==> config.mk <==
export PLATFORM = sky130hd
export DESIGN_NAME = aec_param_flat
export DESIGN_NICKNAME = d
export VERILOG_FILES = /design/src/rtl/aec_pkg.sv /design/src/rtl/aec_param_if.sv /design/src/rtl/aec_alu.sv /design/src/rtl/aec_param.sv /design/src/flat_wrapper.sv
export SDC_FILE = /design/constraint.sdc
export NUM_CORES = 1
export LEC_CHECK = 0
export ABC_AREA = 1
export CORE_MARGIN = 4
export CORE_UTILIZATION = 34
export CTS_BUF_LIST = sky130_fd_sc_hd__clkbuf_4 sky130_fd_sc_hd__clkbuf_8 sky130_fd_sc_hd__clkbuf_16
export DETAILED_ROUTE_END_ITERATION = 7
export HOLD_SLACK_MARGIN = 0.02
export PLACE_DENSITY = 0.55
export SLEW_MARGIN = 30
export SYNTH_ARGS = -nofsm -noshare
export SYNTH_HDL_FRONTEND = slang
export SYNTH_SLANG_ARGS = --single-unit
==> constraint.sdc <==
create_clock -name clk -period 8.16 [get_ports clk]
set_input_delay 1.224 -clock clk [delete_from_list [all_inputs] [get_ports clk]]
set_output_delay 1.224 -clock clk [all_outputs]
set_load 0.005 [all_outputs]
==> src/rtl/aec_pkg.sv <==
// Token encoding, FSM state type and operator helpers for the expression calculator.
// Optional feature macro: AEC_DIV_EN (adds '/' as an operator).
package aec_pkg;

  localparam int unsigned TOK_W = 5;
  typedef logic [TOK_W-1:0] tok_t;

  localparam tok_t TOK_LPAREN = 5'd16;
  localparam tok_t TOK_RPAREN = 5'd17;
  localparam tok_t TOK_MUL    = 5'd18;
  localparam tok_t TOK_ADD    = 5'd19;
  localparam tok_t TOK_SUB    = 5'd20;
  localparam tok_t TOK_DIV    = 5'd21;
  localparam tok_t TOK_EQ     = 5'd22;
  localparam tok_t TOK_ILL    = 5'd23;

  typedef enum logic [1:0] {
    S_IDLE,
    S_LOAD,
    S_EVAL,
    S_DONE
  } state_e;

  // ASCII to token; digits map to their value 0..15
  function automatic tok_t encode(input logic [7:0] c);
    tok_t t;
    t = TOK_ILL;
    if (c >= 8'h30 && c <= 8'h39) begin
      t = TOK_W'(c - 8'h30);
    end else if (c >= 8'h61 && c <= 8'h66) begin
      t = TOK_W'(c - 8'h57);
    end else begin
      case (c)
        8'h28:   t = TOK_LPAREN;
        8'h29:   t = TOK_RPAREN;
        8'h2a:   t = TOK_MUL;
        8'h2b:   t = TOK_ADD;
        8'h2d:   t = TOK_SUB;
        8'h3d:   t = TOK_EQ;
`ifdef AEC_DIV_EN
        8'h2f:   t = TOK_DIV;
`endif
        default: t = TOK_ILL;
      endcase
    end
    return t;
  endfunction

  function automatic logic [1:0] prec(input tok_t t);
    logic [1:0] p;
    p = 2'd0;
    if (t == TOK_MUL || t == TOK_DIV) p = 2'd2;
    else if (t == TOK_ADD || t == TOK_SUB) p = 2'd1;
    return p;
  endfunction

  function automatic logic is_digit(input tok_t t);
    return (t < TOK_LPAREN);
  endfunction

endpackage

==> src/rtl/aec_param_if.sv <==
// Character-in / result-out handshake bundle of the expression calculator.
interface aec_param_if #(
  parameter int unsigned DATA_W = 7
);
  logic              ready;
  logic [7:0]        ascii_in;
  logic              busy;
  logic              valid;
  logic [DATA_W-1:0] result;
  logic              error;

  modport master (
    output ready, ascii_in,
    input  busy, valid, result, error
  );

  modport slave (
    input  ready, ascii_in,
    output busy, valid, result, error
  );
endinterface

==> src/rtl/aec_alu.sv <==
// Combinational binary operator for reduce steps; divider present only with AEC_DIV_EN.
module aec_alu
  import aec_pkg::*;
#(
  parameter int unsigned DATA_W = 7
) (
  input  tok_t              op_i,
  input  logic [DATA_W-1:0] a_i,
  input  logic [DATA_W-1:0] b_i,
  output logic [DATA_W-1:0] y_c_o,
  output logic              div0_c_o
);

  always_comb begin
    y_c_o    = '0;
    div0_c_o = 1'b0;
    case (op_i)
      TOK_ADD: y_c_o = a_i + b_i;
      TOK_SUB: y_c_o = a_i - b_i;
      TOK_MUL: y_c_o = a_i * b_i;
`ifdef AEC_DIV_EN
      TOK_DIV: begin
        div0_c_o = (b_i == '0);
        y_c_o    = div0_c_o ? '0 : a_i / b_i;
      end
`endif
      default: y_c_o = '0;
    endcase
  end

endmodule

==> src/rtl/aec_param.sv <==
// ASCII infix expression calculator: buffers tokens up to '=', then evaluates them
// with a one-action-per-cycle shunting-yard engine. Optional macro AEC_DIV_EN adds '/'.
module aec_param
  import aec_pkg::*;
#(
  parameter int unsigned DATA_W      = 7,
  parameter int unsigned MAX_LEN     = 16,
  parameter int unsigned STACK_DEPTH = 8
) (
  input logic        clk,
  input logic        rst,
  aec_param_if.slave bus
);

  localparam int unsigned WP_W = $clog2(MAX_LEN + 1);
  localparam int unsigned BI_W = (MAX_LEN > 1) ? $clog2(MAX_LEN) : 1;
  localparam int unsigned SP_W = $clog2(STACK_DEPTH + 1);
  localparam int unsigned SI_W = (STACK_DEPTH > 1) ? $clog2(STACK_DEPTH) : 1;

  state_e            state_q, state_d;
  logic [WP_W-1:0]   wr_ptr_q, wr_ptr_d;
  logic [WP_W-1:0]   rd_ptr_q, rd_ptr_d;
  logic [SP_W-1:0]   vsp_q, vsp_d;
  logic [SP_W-1:0]   osp_q, osp_d;
  logic              lerr_q, lerr_d;
  logic              busy_q, busy_d;
  logic              valid_q, valid_d;
  logic              error_q, error_d;
  logic [DATA_W-1:0] result_q, result_d;

  tok_t              tbuf_q [MAX_LEN];
  logic [DATA_W-1:0] vals_q [STACK_DEPTH];
  tok_t              ops_q  [STACK_DEPTH];

  logic              accept;
  tok_t              tok_in;
  tok_t              tok_cur;
  tok_t              top_op;
  logic [DATA_W-1:0] opnd_a;
  logic [DATA_W-1:0] opnd_b;
  logic [DATA_W-1:0] alu_y;
  logic              alu_div0;

  logic              buf_we;
  logic              val_we;
  logic [SI_W-1:0]   val_waddr;
  logic [DATA_W-1:0] val_wdata;
  logic              op_we;
  logic              reduce;
  logic              fail;
  logic              fin;
  logic              fin_err;

  assign accept  = bus.ready && !busy_q;
  assign tok_in  = encode(bus.ascii_in);
  assign tok_cur = tbuf_q[BI_W'(rd_ptr_q)];
  assign top_op  = ops_q[SI_W'(osp_q - SP_W'(1))];
  assign opnd_a  = vals_q[SI_W'(vsp_q - SP_W'(2))];
  assign opnd_b  = vals_q[SI_W'(vsp_q - SP_W'(1))];

  aec_alu #(
    .DATA_W (DATA_W)
  ) u_alu (
    .op_i     (top_op),
    .a_i      (opnd_a),
    .b_i      (opnd_b),
    .y_c_o    (alu_y),
    .div0_c_o (alu_div0)
  );

  // Next-state, datapath control and output values
  always_comb begin
    state_d   = state_q;
    wr_ptr_d  = wr_ptr_q;
    rd_ptr_d  = rd_ptr_q;
    vsp_d     = vsp_q;
    osp_d     = osp_q;
    lerr_d    = lerr_q;
    busy_d    = busy_q;
    valid_d   = 1'b0;
    error_d   = error_q;
    result_d  = result_q;
    buf_we    = 1'b0;
    val_we    = 1'b0;
    val_waddr = SI_W'(vsp_q);
    val_wdata = '0;
    op_we     = 1'b0;
    reduce    = 1'b0;
    fail      = 1'b0;
    fin       = 1'b0;
    fin_err   = 1'b0;

    case (state_q)
      S_IDLE, S_LOAD: begin
        if (accept) begin
          if (tok_in == TOK_EQ) begin
            // '=' alone, or after a load-time error, skips evaluation
            if (state_q == S_IDLE || lerr_q) fail = 1'b1;
            else state_d = S_EVAL;
          end else begin
            state_d = S_LOAD;
            if (tok_in == TOK_ILL || wr_ptr_q == WP_W'(MAX_LEN)) begin
              lerr_d = 1'b1;
            end else begin
              buf_we   = 1'b1;
              wr_ptr_d = wr_ptr_q + WP_W'(1);
            end
          end
        end
      end

      S_EVAL: begin
        if (rd_ptr_q != wr_ptr_q) begin
          if (is_digit(tok_cur)) begin
            if (vsp_q == SP_W'(STACK_DEPTH)) begin
              fail = 1'b1;
            end else begin
              val_we    = 1'b1;
              val_wdata = DATA_W'(tok_cur);
              vsp_d     = vsp_q + SP_W'(1);
              rd_ptr_d  = rd_ptr_q + WP_W'(1);
            end
          end else if (tok_cur == TOK_RPAREN) begin
            if (osp_q == '0) begin
              fail = 1'b1;
            end else if (top_op == TOK_LPAREN) begin
              osp_d    = osp_q - SP_W'(1);
              rd_ptr_d = rd_ptr_q + WP_W'(1);
            end else begin
              reduce = 1'b1;
            end
          end else if (tok_cur != TOK_LPAREN && osp_q != '0 &&
                       top_op != TOK_LPAREN && prec(top_op) >= prec(tok_cur)) begin
            reduce = 1'b1;
          end else if (osp_q == SP_W'(STACK_DEPTH)) begin
            fail = 1'b1;
          end else begin
            op_we    = 1'b1;
            osp_d    = osp_q + SP_W'(1);
            rd_ptr_d = rd_ptr_q + WP_W'(1);
          end
        end else if (osp_q != '0) begin
          if (top_op == TOK_LPAREN) fail = 1'b1;
          else reduce = 1'b1;
        end else if (vsp_q == SP_W'(1)) begin
          fin = 1'b1;
        end else begin
          fail = 1'b1;
        end

        // Reduce writes the result over operand a, popping one operand and one operator
        if (reduce) begin
          if (32'(vsp_q) < 32'd2 || alu_div0) begin
            fail = 1'b1;
          end else begin
            val_we    = 1'b1;
            val_waddr = SI_W'(vsp_q - SP_W'(2));
            val_wdata = alu_y;
            vsp_d     = vsp_q - SP_W'(1);
            osp_d     = osp_q - SP_W'(1);
          end
        end
      end

      S_DONE: begin
        state_d  = S_IDLE;
        wr_ptr_d = '0;
        rd_ptr_d = '0;
        vsp_d    = '0;
        osp_d    = '0;
        lerr_d   = 1'b0;
      end

      default: state_d = S_IDLE;
    endcase

    if (fail) begin
      fin     = 1'b1;
      fin_err = 1'b1;
    end

    if (fin) begin
      state_d  = S_DONE;
      valid_d  = 1'b1;
      error_d  = fin_err;
      result_d = fin_err ? '0 : opnd_b;
    end

    busy_d = (state_d == S_EVAL) || (state_d == S_DONE);
  end

  always_ff @(posedge clk or negedge rst) begin
    if (!rst) begin
      state_q  <= S_IDLE;
      wr_ptr_q <= '0;
      rd_ptr_q <= '0;
      vsp_q    <= '0;
      osp_q    <= '0;
      lerr_q   <= 1'b0;
      busy_q   <= 1'b0;
      valid_q  <= 1'b0;
      error_q  <= 1'b0;
      result_q <= '0;
    end else begin
      state_q  <= state_d;
      wr_ptr_q <= wr_ptr_d;
      rd_ptr_q <= rd_ptr_d;
      vsp_q    <= vsp_d;
      osp_q    <= osp_d;
      lerr_q   <= lerr_d;
      busy_q   <= busy_d;
      valid_q  <= valid_d;
      error_q  <= error_d;
      result_q <= result_d;
    end
  end

  // Token buffer and stacks hold no state that matters while their pointers are zero
  always_ff @(posedge clk) begin
    if (buf_we) tbuf_q[BI_W'(wr_ptr_q)] <= tok_in;
    if (val_we) vals_q[val_waddr] <= val_wdata;
    if (op_we)  ops_q[SI_W'(osp_q)] <= tok_cur;
  end

  assign bus.busy   = busy_q;
  assign bus.valid  = valid_q;
  assign bus.error  = error_q;
  assign bus.result = result_q;

endmodule

==> src/flat_wrapper.sv <==
// flat-port wrapper written by rule: the top's interface ports become plain ports
module aec_param_flat import aec_pkg::*;
#(
  parameter int unsigned DATA_W      = 7,
  parameter int unsigned MAX_LEN     = 16,
  parameter int unsigned STACK_DEPTH = 8
)
  (clk, rst, bus_ready, bus_ascii_in, bus_busy, bus_valid, bus_result, bus_error);
  aec_param_if #(.DATA_W(DATA_W)) bus_i ();
  input logic clk;
  input logic rst;
  input wire logic [$bits(bus_i.ready)-1:0] bus_ready;
  input wire logic [$bits(bus_i.ascii_in)-1:0] bus_ascii_in;
  output wire logic [$bits(bus_i.busy)-1:0] bus_busy;
  output wire logic [$bits(bus_i.valid)-1:0] bus_valid;
  output wire logic [$bits(bus_i.result)-1:0] bus_result;
  output wire logic [$bits(bus_i.error)-1:0] bus_error;
  assign bus_i.ready = bus_ready;
  assign bus_i.ascii_in = bus_ascii_in;
  assign bus_busy = bus_i.busy;
  assign bus_valid = bus_i.valid;
  assign bus_result = bus_i.result;
  assign bus_error = bus_i.error;
  aec_param #(.DATA_W(DATA_W), .MAX_LEN(MAX_LEN), .STACK_DEPTH(STACK_DEPTH)) u_core (.clk(clk), .rst(rst), .bus(bus_i));
endmodule
==> impl_metrics.ini <==
[status]
status = complete, no violations

[floorplanning]
die_h_um = 196
rows = 68
design.die.area_um2 = 38500
core_um2 = 34700
initial_core_util_pct = 34.7
die_width_um = 196
pin_count = 21

[synthesis]
yosysTopAreaCellShare_pct = 43.9
yosysUniqueCellTypes = 47
syn-instance-count = 1413
postSynthAreaPerCell_um2 = 8.52
ys.warnings.count = 0
synth_area_leaders = edfxtp_1, nand2_1, dfrtp_1, nor2_1, inv_1
synth_area_leader_cell = edfxtp_1
syn_nets = 1473
synth_seq_cells = 207
netlist_area_um2 = 12000
synth_seq_area_share_pct = 50.4

[critical_path]
path_class = register to register
crit_path_start_kind = register
worstSetupEndpoint = u_core.vals_q[5][6]
crit_buf_inv = 5
crit_required_ns = 8.42
rr_worst_depth = 26
crit_fanout = 22
r2r-end = u_core.vals_q[5][6]
r2r_start = u_core.vsp_q[1]
cp.depth = 26
critPathTopFamily = adder cells
cp-startpoint = u_core.vsp_q[1]
crit_top_cell = nand2_1
cp-end-kind = register
critical_path_arrival_ns = 7.42
cpPeakStageDelay_ns = 0.87
ff2ff_setup_slack_ns = 1.00
cp_slowest_cell = dfrtp_1

[worst_hold_path]
hold_path.class = register to register
min_path_cells = 2
hold_start = u_core.bus.result[0]

[cells_and_area]
nNetsFinal = 1481
drive_gt1_share_pct = 7.23
multi_input_area_um2 = 5030
area_growth_pct = 11.4
finalNonFillerCells = 1894
seq_area_um2 = 6060
fin_area_um2 = 13400
mostFrequentLayoutCells = nand2_1, nor2_1, edfxtp_1
layout_commonest_cell = nand2_1
fill_cells = 3531
diodes = 0

[placed_design]
dp_cells = 1850
dpl.hpwl_mm = 21.1
place.gp.congestion = 0.871
dpl-instance-area_um2 = 12600
port_buffers = 20

[timing]
rsz0062_at_grt = no
final.setup.tns_ns = 0
finalSetupViolCount = 0
fin_crit_ns = 7.16
slew_viol_final = 0
worst_slew_pin_slew_ns = 0.957
final_hold_viol_count = 0
max_clock_freq_ghz = 0.140
max_slew_margin_pct = 36.0
timing.final.crit_share_pct = 87.7
finalClockSkew_ns = 0.0154

[clock_network]
path_clk_slew_ns = 0.07
cts_max_path_buffers = 3
hold_buffers = 0
htree_num_levels = 1
cts.sinks = 207
ctsRootBufferMaster = clkbuf_16
post_cts_buffers = 0
post_cts_resize_count = 0
clkLatencyLatePin_ns = 0.54
cts-buffers-inserted = 24
cts_tree = yes

[global_routing]
antenna_found_initial = 0
gr-total-overflow = 0
grt_max_degree = 79
grt_pass1_vias = 8934
grt_pass1_wl_mm = 49.2
grtUsageTotal_pct = 15.7

[detailed_routing]
drc = 0
num_vias = 9345
drt_iter0_drc = 735
antenna_left = 0
drt-total-wl_mm = 30.5
viasPerCell = 4.93
post_drt_wl_per_cell_um = 16.1
first_pass_iters = 5

[power]
switchingPower_mw = 0.715
internal_power_mw = 1.92
switching_share_pct = 27.1
pwr_density_cell_nw_per_um2 = 197
total_power_mw = 2.64
peakVddDrop_mv = 0.145
power_frac_seq_pct = 44.4
p_comb_share_pct = 13.7
p_leak_nw = 5.66
pwr-share-clk_pct = 41.9

[job]
cap_violations = 0
==> kinds of logic (layout without fill, tap and decap cells) <==
group | Yosys count | count (layout) | share of synthesized area [%]
simple gates | 707 | 707 | 24.6
buf+inv | 220 | 246 | 8.05
flops | 207 | 207 | 50.4
compound gates | 204 | 204 | 9.35
fa+ha+maj | 49 | 49 | 5.59
xor+xnor | 26 | 26 | 2.02
==> layer usage <==
layer	share of wire (%)	track usage, %	up-vias
li1	-	-	4674
met1	48	22.9	4384
met2	44	24.8	238
met3	5.3	2.20	49
met4	2.2	4.03	0
met5	0	0	-
==> worst min path at each step <==
| stage | endpoint | slack [ns] |
|---|---|---|
| final | u_core.bus.result[0] | 0.54 |
| after CTS | u_core.bus.result[0] | 0.55 |
| after global placement | u_core.bus.error | 0.51 |
| after floorplan | u_core.bus.error | 0.49 |
| after detailed placement | u_core.bus.error | 0.53 |
| after global routing | u_core.bus.result[5] | 0.57 |
==> area by class of cell <==
class	instances	area share (%)
flip-flops and latches	207	45.2
multi-input cells	986	37.5
clock buffers	31	5.01
inverters	175	4.94
well taps	455	4.25
repair buffers	27	1.85
clock inverters	13	1.19
==> power groups by stage <==
stage               clock network [mW]  logic, mW  registers (mW)
finish                            1.11      0.361            1.17
global route                      1.18      0.412            1.17
CTS                               1.13      0.362            1.17
detailed placement                   0      0.360            1.19
global placement                     0      0.354            1.19
floorplan                            0      0.278            1.19
==> metrics by stage <==
| stage | hold WS [ns] | worst slack [ns] | utilization [%] |
|---|---|---|---|
| final | 0.540 | 1.00 | 38.6 |
| after floorplan | 0.490 | 2.49 | - |
| after global placement | 0.511 | 1.31 | 36.2 |
| after CTS | 0.552 | 1.10 | 38.6 |
| after global routing | 0.574 | 0.492 | 38.6 |
| after detailed placement | 0.528 | 1.15 | 36.2 |
==> synthesized netlist by cell type, drive strengths merged <==
cell	n
fa	8
o221ai	1
clkinv	1
a21oi	46
o21ai	121
nand3	93
a22oi	1
nor4	2
nand2	390
edfxtp	176
o31ai	2
o22ai	2
a32oi	2
inv	174
or2	4
o211ai	20
nand3b	3
dfrtp	31
nand4	14
xnor2	7
nor3	16
o21bai	2
buf	37
xor2	19
a21o	1
ha	41
clkbuf	8
a31oi	5
nor2	185
o2111ai	1
==> flip-flops by register name, indices dropped and copies added, names as in the netlist <==
name,cells
u_core.osp_q,4
u_core.vsp_q,4
u_core.wr_ptr_q,5
u_core.lerr_q,1
u_core.tbuf_q,80
u_core.bus.result,7
u_core.bus.busy,1
u_core.ops_q,40
u_core.state_q,2
u_core.vals_q,56
u_core.bus.error,1
u_core.rd_ptr_q,5
u_core.bus.valid,1
==> tightest hold or removal path, stage by stage, from the launching register on <==
cell and delay [ns]:
dfrtp_1 0.35, o21ai_1 0.07, nor2_1 0.09
Power figures use the tool's default switching activity.
==> RTL edit 1, RTL diff (same flow settings) <==
Make the reset (`rst`) synchronous in one clocked block.
--- a/src/rtl/aec_param.sv
+++ b/src/rtl/aec_param.sv
@@ -191,3 +191,3 @@
 
-  always_ff @(posedge clk or negedge rst) begin
+  always_ff @(posedge clk) begin
     if (!rst) begin
Check against the original RTL: differs if rst is asserted again (counterexample within 4 cycles, from zero or initial values and one cycle with rst low); with rst held inactive, the same outputs for 4 cycles.
==> RTL edit 1 against the unedited design <==
  * Count of clock-buffer cells in the layout fell by 7
  * Setup slack improved by 1.2 ns
  * Die area rose by 0.43%
  * Wire length fell by 1.0%
  * Clock skew rose by 0.0030 ns
  * Non-clock buffer count rose by 1
  * Final area rose by 1.4%
  * Sequential cell count rose by 4
  * Area after synthesis rose by 0.45%
  * Critical path type unchanged
  * Largest cell class unchanged
Power is not compared: it rests on default switching activity, and its combinational part moved more than twofold at a synthesized area within 25%.
==> RTL edit 1: results (changes against the unedited design) <==
stage	metric	value	unit	change
global_route	gr usage total	0.155		-0.00204
place	Post-DP HPWL	21.5	mm	+1.6%
routing	drt pass-1 iters	6		+1
synth	sequential share of the synthesized area	0.495		-0.00845
global_route	vias in the first global route	8930		-0.045%
synth	Synth area leaders	edfxtp_1 (44%), nand2_1 (13%), inv_1 (6.1%), nand3_1 (5.8%), dfxtp_1 (5.8%)		
routing	sum of routed wire segments on met1	14.8	mm	about the same
global_route	grt met3 use	0.0162		-0.00574
routing	First DRT Iteration DRCs	810		+10%
status	status	complete, no violations		
routing	Avg Vias per Cell	4.90		-0.79%
synth	ys async rst share	0		-0.150
routing	met3 WL	1.53	mm	-4.8%
place	dpl ws	2.16	ns	+1.01 ns
synth	Synth cell types	48		+2.1%
synth	synth cell count leaders	nand2_1 (417), inv_1 (195), edfxtp_1 (176)		
global_route	met2 Usage GRT	0.243		-0.00546
cells_and_area	Fillers	3454		-2.2%
worst_setup_path	CP max FO	37		+68%
cells_and_area	final net count	1523		+2.8%
cells_and_area	largest registers	u_core.tbuf_q x80, u_core.vals_q x56, u_core.ops_q x40		
global_route	global-route wire length before repair	48.9	mm	-0.45%
sta	min cycle time layout	6.01	ns	-1.15 ns
clock_tree	clock latency on the worst-skew pair	0.54	ns	about the same
worst_setup_path	Critical-path top delay cell	a21oi_1		
worst_setup_path	r2r endpoint	u_core.vals_q[2][6]		
place	DP Cell Count	1892		+2.3%
place	Cell Area, Placed	0.0127	mm²	+0.93%
sta	Worst Hold Slack	0.501	ns	-0.0387 ns
worst_setup_path	CP arrival	6.25	ns	-1.17 ns
synth	Post-Synthesis Cells	1455		+3.0%
place	routability congestion estimate from global placement	0.882		+1.3%
routing	Total Routed Length	30.2	mm	-1.0%
hold_path	Hold Startpoint	u_core.lerr_q		
routing	Met2 Wirelength	13.3	mm	-0.90%
global_route	largest net degree at the start of global routing	84		+6.3%
cells_and_area	proportion of layout cells with a drive suffix above 1	0.0702		-0.00205
sta	Fin Clk Skew	0.0184	ns	+0.00305 ns
routing	Routed WL per cell	15.6	µm	-3.2%
power	Pwr Total	2440	µW	
[RTL edit 1: changes by cell type after synthesis, sizes merged, moves of 31 or more]
cell and change:
nand2 +43, nand3 +51, nor2 -58, dfxtp +35, inv +35, o21ai -50
dfrtp -31
[RTL edit 1: final cells by class]
cell class,instances,area share
clock buffer,24,0.0442
clock inverter,20,0.0218
multi-input combinational,985,0.374
timing repair buffer,28,0.0191
sequential,211,0.440
tap,455,0.0419
inverter,213,0.0590
[RTL edit 1: cells by family (layout without fill, tap and decap cells)]
family                   count (synthesis)  count (layout)  synth area share
AO/OA/AOI/OAI                          179             179            0.0855
adder cells (fa/ha/maj)                 49              49            0.0557
AND/OR/NAND/NOR                        735             735             0.260
XOR/XNOR                                22              22            0.0166
buffers and inverters                  259             285            0.0868
flip-flops                             211             211             0.495
[RTL edit 1: worst min-delay path, cell delays in order, from the launching register on]
cell     delay, ns
dfxtp_1       0.32
inv_1         0.07
a21oi_1       0.06
==> RTL edit 2, RTL diff (config.mk and constraints unchanged) <==
Made on the original files. The package constant `TOK_W` goes from 5 to 10.
--- a/src/rtl/aec_pkg.sv
+++ b/src/rtl/aec_pkg.sv
@@ -4,3 +4,3 @@
 
-  localparam int unsigned TOK_W = 5;
+  localparam int unsigned TOK_W = 10;
   typedef logic [TOK_W-1:0] tok_t;
Behaviour: no difference found for any inputs over 4 cycles, from zero or initial values and one cycle with rst low; that may be too few to reach the edited logic, so the function may still have changed.
==> RTL edit 2 against the unedited design <==
  * Sequential cell count is 96 higher
  * Final area is 34% higher
  * Setup slack better by 0.29 ns
  * Combinational power is 18% higher
  * Total power is 43% higher
  * Clock power is 43% higher
  * Wire length is 33% higher
  * Area after synthesis is 33% higher
  * Largest power group unchanged
==> RTL edit 2: results (changes against the unedited design) <==
stage	metric	value	unit	change
cells_and_area	Non-clk invs	201		+15%
synth	Synth Area in Compound Gates	0.0661		-0.0273
cells_and_area	largest registers	u_core.tbuf_q x144, u_core.ops_q x72, u_core.vals_q x56		
clock_tree	Num CTS Buffers	36		+50%
place	dpl ws	1.34	ns	+0.190 ns
synth	EDFF count, synth	272		+55%
synth	synth cell count leaders	nand2_1 (488), edfxtp_1 (272), inv_1 (187)		
worst_setup_path	Critical-path top delay cell	ha_1		
global_route	global-route wire length before repair	64.0	mm	+30%
power	Max VDD drop	160	µV	+9.8%
routing	sum of routed wire segments on met1	18.6	mm	+26%
status	status	complete, no violations		
worst_setup_path	Slowest Stage Delay on Critical Path	0.69	ns	-0.18 ns
cells_and_area	Layout non-clock buf frac	0.0237		+0.00527
floorplan	die area	0.0505	mm²	+31%
sta	Worst Hold Slack	0.548	ns	+0.00760 ns
routing	Routed WL per cell	16.8	µm	+4.5%
routing	Avg Vias per Cell	4.93		-0.13%
cells_and_area	register share of the cell area	0.496		+0.0443
synth	adder-cell share of the synthesized area	0.0445		-0.0114
global_route	gr usage total	0.161		+0.00333
place	routability congestion estimate from global placement	0.925		+6.2%
synth	post-synthesis mux area share	0.00502		+0.00502
power	Clk pwr share	0.422		+0.003
cells_and_area	storage element area	0.00895	mm²	+48%
worst_setup_path	CP arrival	7.13	ns	-0.29 ns
worst_setup_path	CP max FO	27		+23%
sta	Worst-Margin Slew	0.991	ns	+0.0345 ns
cells_and_area	number of non-clock buffers	51		+89%
hold_path	Hold Startpoint	u_core.bus.error		
routing	DR vias	11900		+27%
hold_path	Hold Path Sink	u_core.bus.error		
sta	min cycle time layout	6.87	ns	-0.290 ns
synth	Post-Synth XOR/XNOR Area	0.0186		-0.00158
place	Post-DP HPWL	27.0	mm	+28%
global_route	met1 usage	0.222		-0.00692
synth	Synth area leaders	edfxtp_1 (51%), nand2_1 (11%), dfrtp_1 (4.9%), nand3_1 (4.5%), inv_1 (4.4%)		
routing	First DRT Iteration DRCs	1021		+39%
cells_and_area	clk tree area frac	0.0649		+0.00279
cells_and_area	proportion of layout cells with a drive suffix above 1	0.0803		+0.00806
routing	drt pass-1 iters	6		+1
worst_setup_path	R2R cell count	22		-15%
sta	Fin Clk Skew	0.0208	ns	+0.00538 ns
power	P per Cell Area	209	mW/mm²	+6.2%
cells_and_area	CLK BUF	43		+39%
power	Internal Pwr Total	2790	µW	+45%
synth	Avg Cell Area, Syn	9.09	µm²	+6.7%
power	Gate power share	0.113		-0.024
place	Cell Area, Placed	0.0168	mm²	+34%
synth	ys async rst share	0.102		-0.0474
power	leakage power	0.00761	µW	+34%
routing	Met2 Wirelength	18.8	mm	+39%
## RTL edit 2: cell types whose count changed after synthesis, moves of 11 or more
| cell | before | now |
|---|---|---|
| nand2_1 | 377 | 488 |
| edfxtp_1 | 176 | 272 |
| nand3_1 | 89 | 143 |
| inv_1 | 161 | 187 |
| clkbuf_1 | 8 | 22 |
| nor3_1 | 14 | 28 |
| o211ai_1 | 20 | 9 |
## RTL edit 2: cells by family (layout without fill, tap and decap cells)
kind of cell    after synthesis  count (layout)
fa+ha+maj                    52              52
simple gates                896             896
xor+xnor                     33              33
compound gates              197             197
buf+inv                     266             316
flops                       303             303
mux                           8               8
## RTL edit 2: worst register-to-register path, delay by kind of cell (launching register included)
family	cells	cell delay, ns
AND/OR/NAND/NOR	6	0.60
buffers and inverters	5	1.19
flip-flops	1	0.66
AO/OA/AOI/OAI	5	1.23
adder cells (fa/ha/maj)	6	2.87
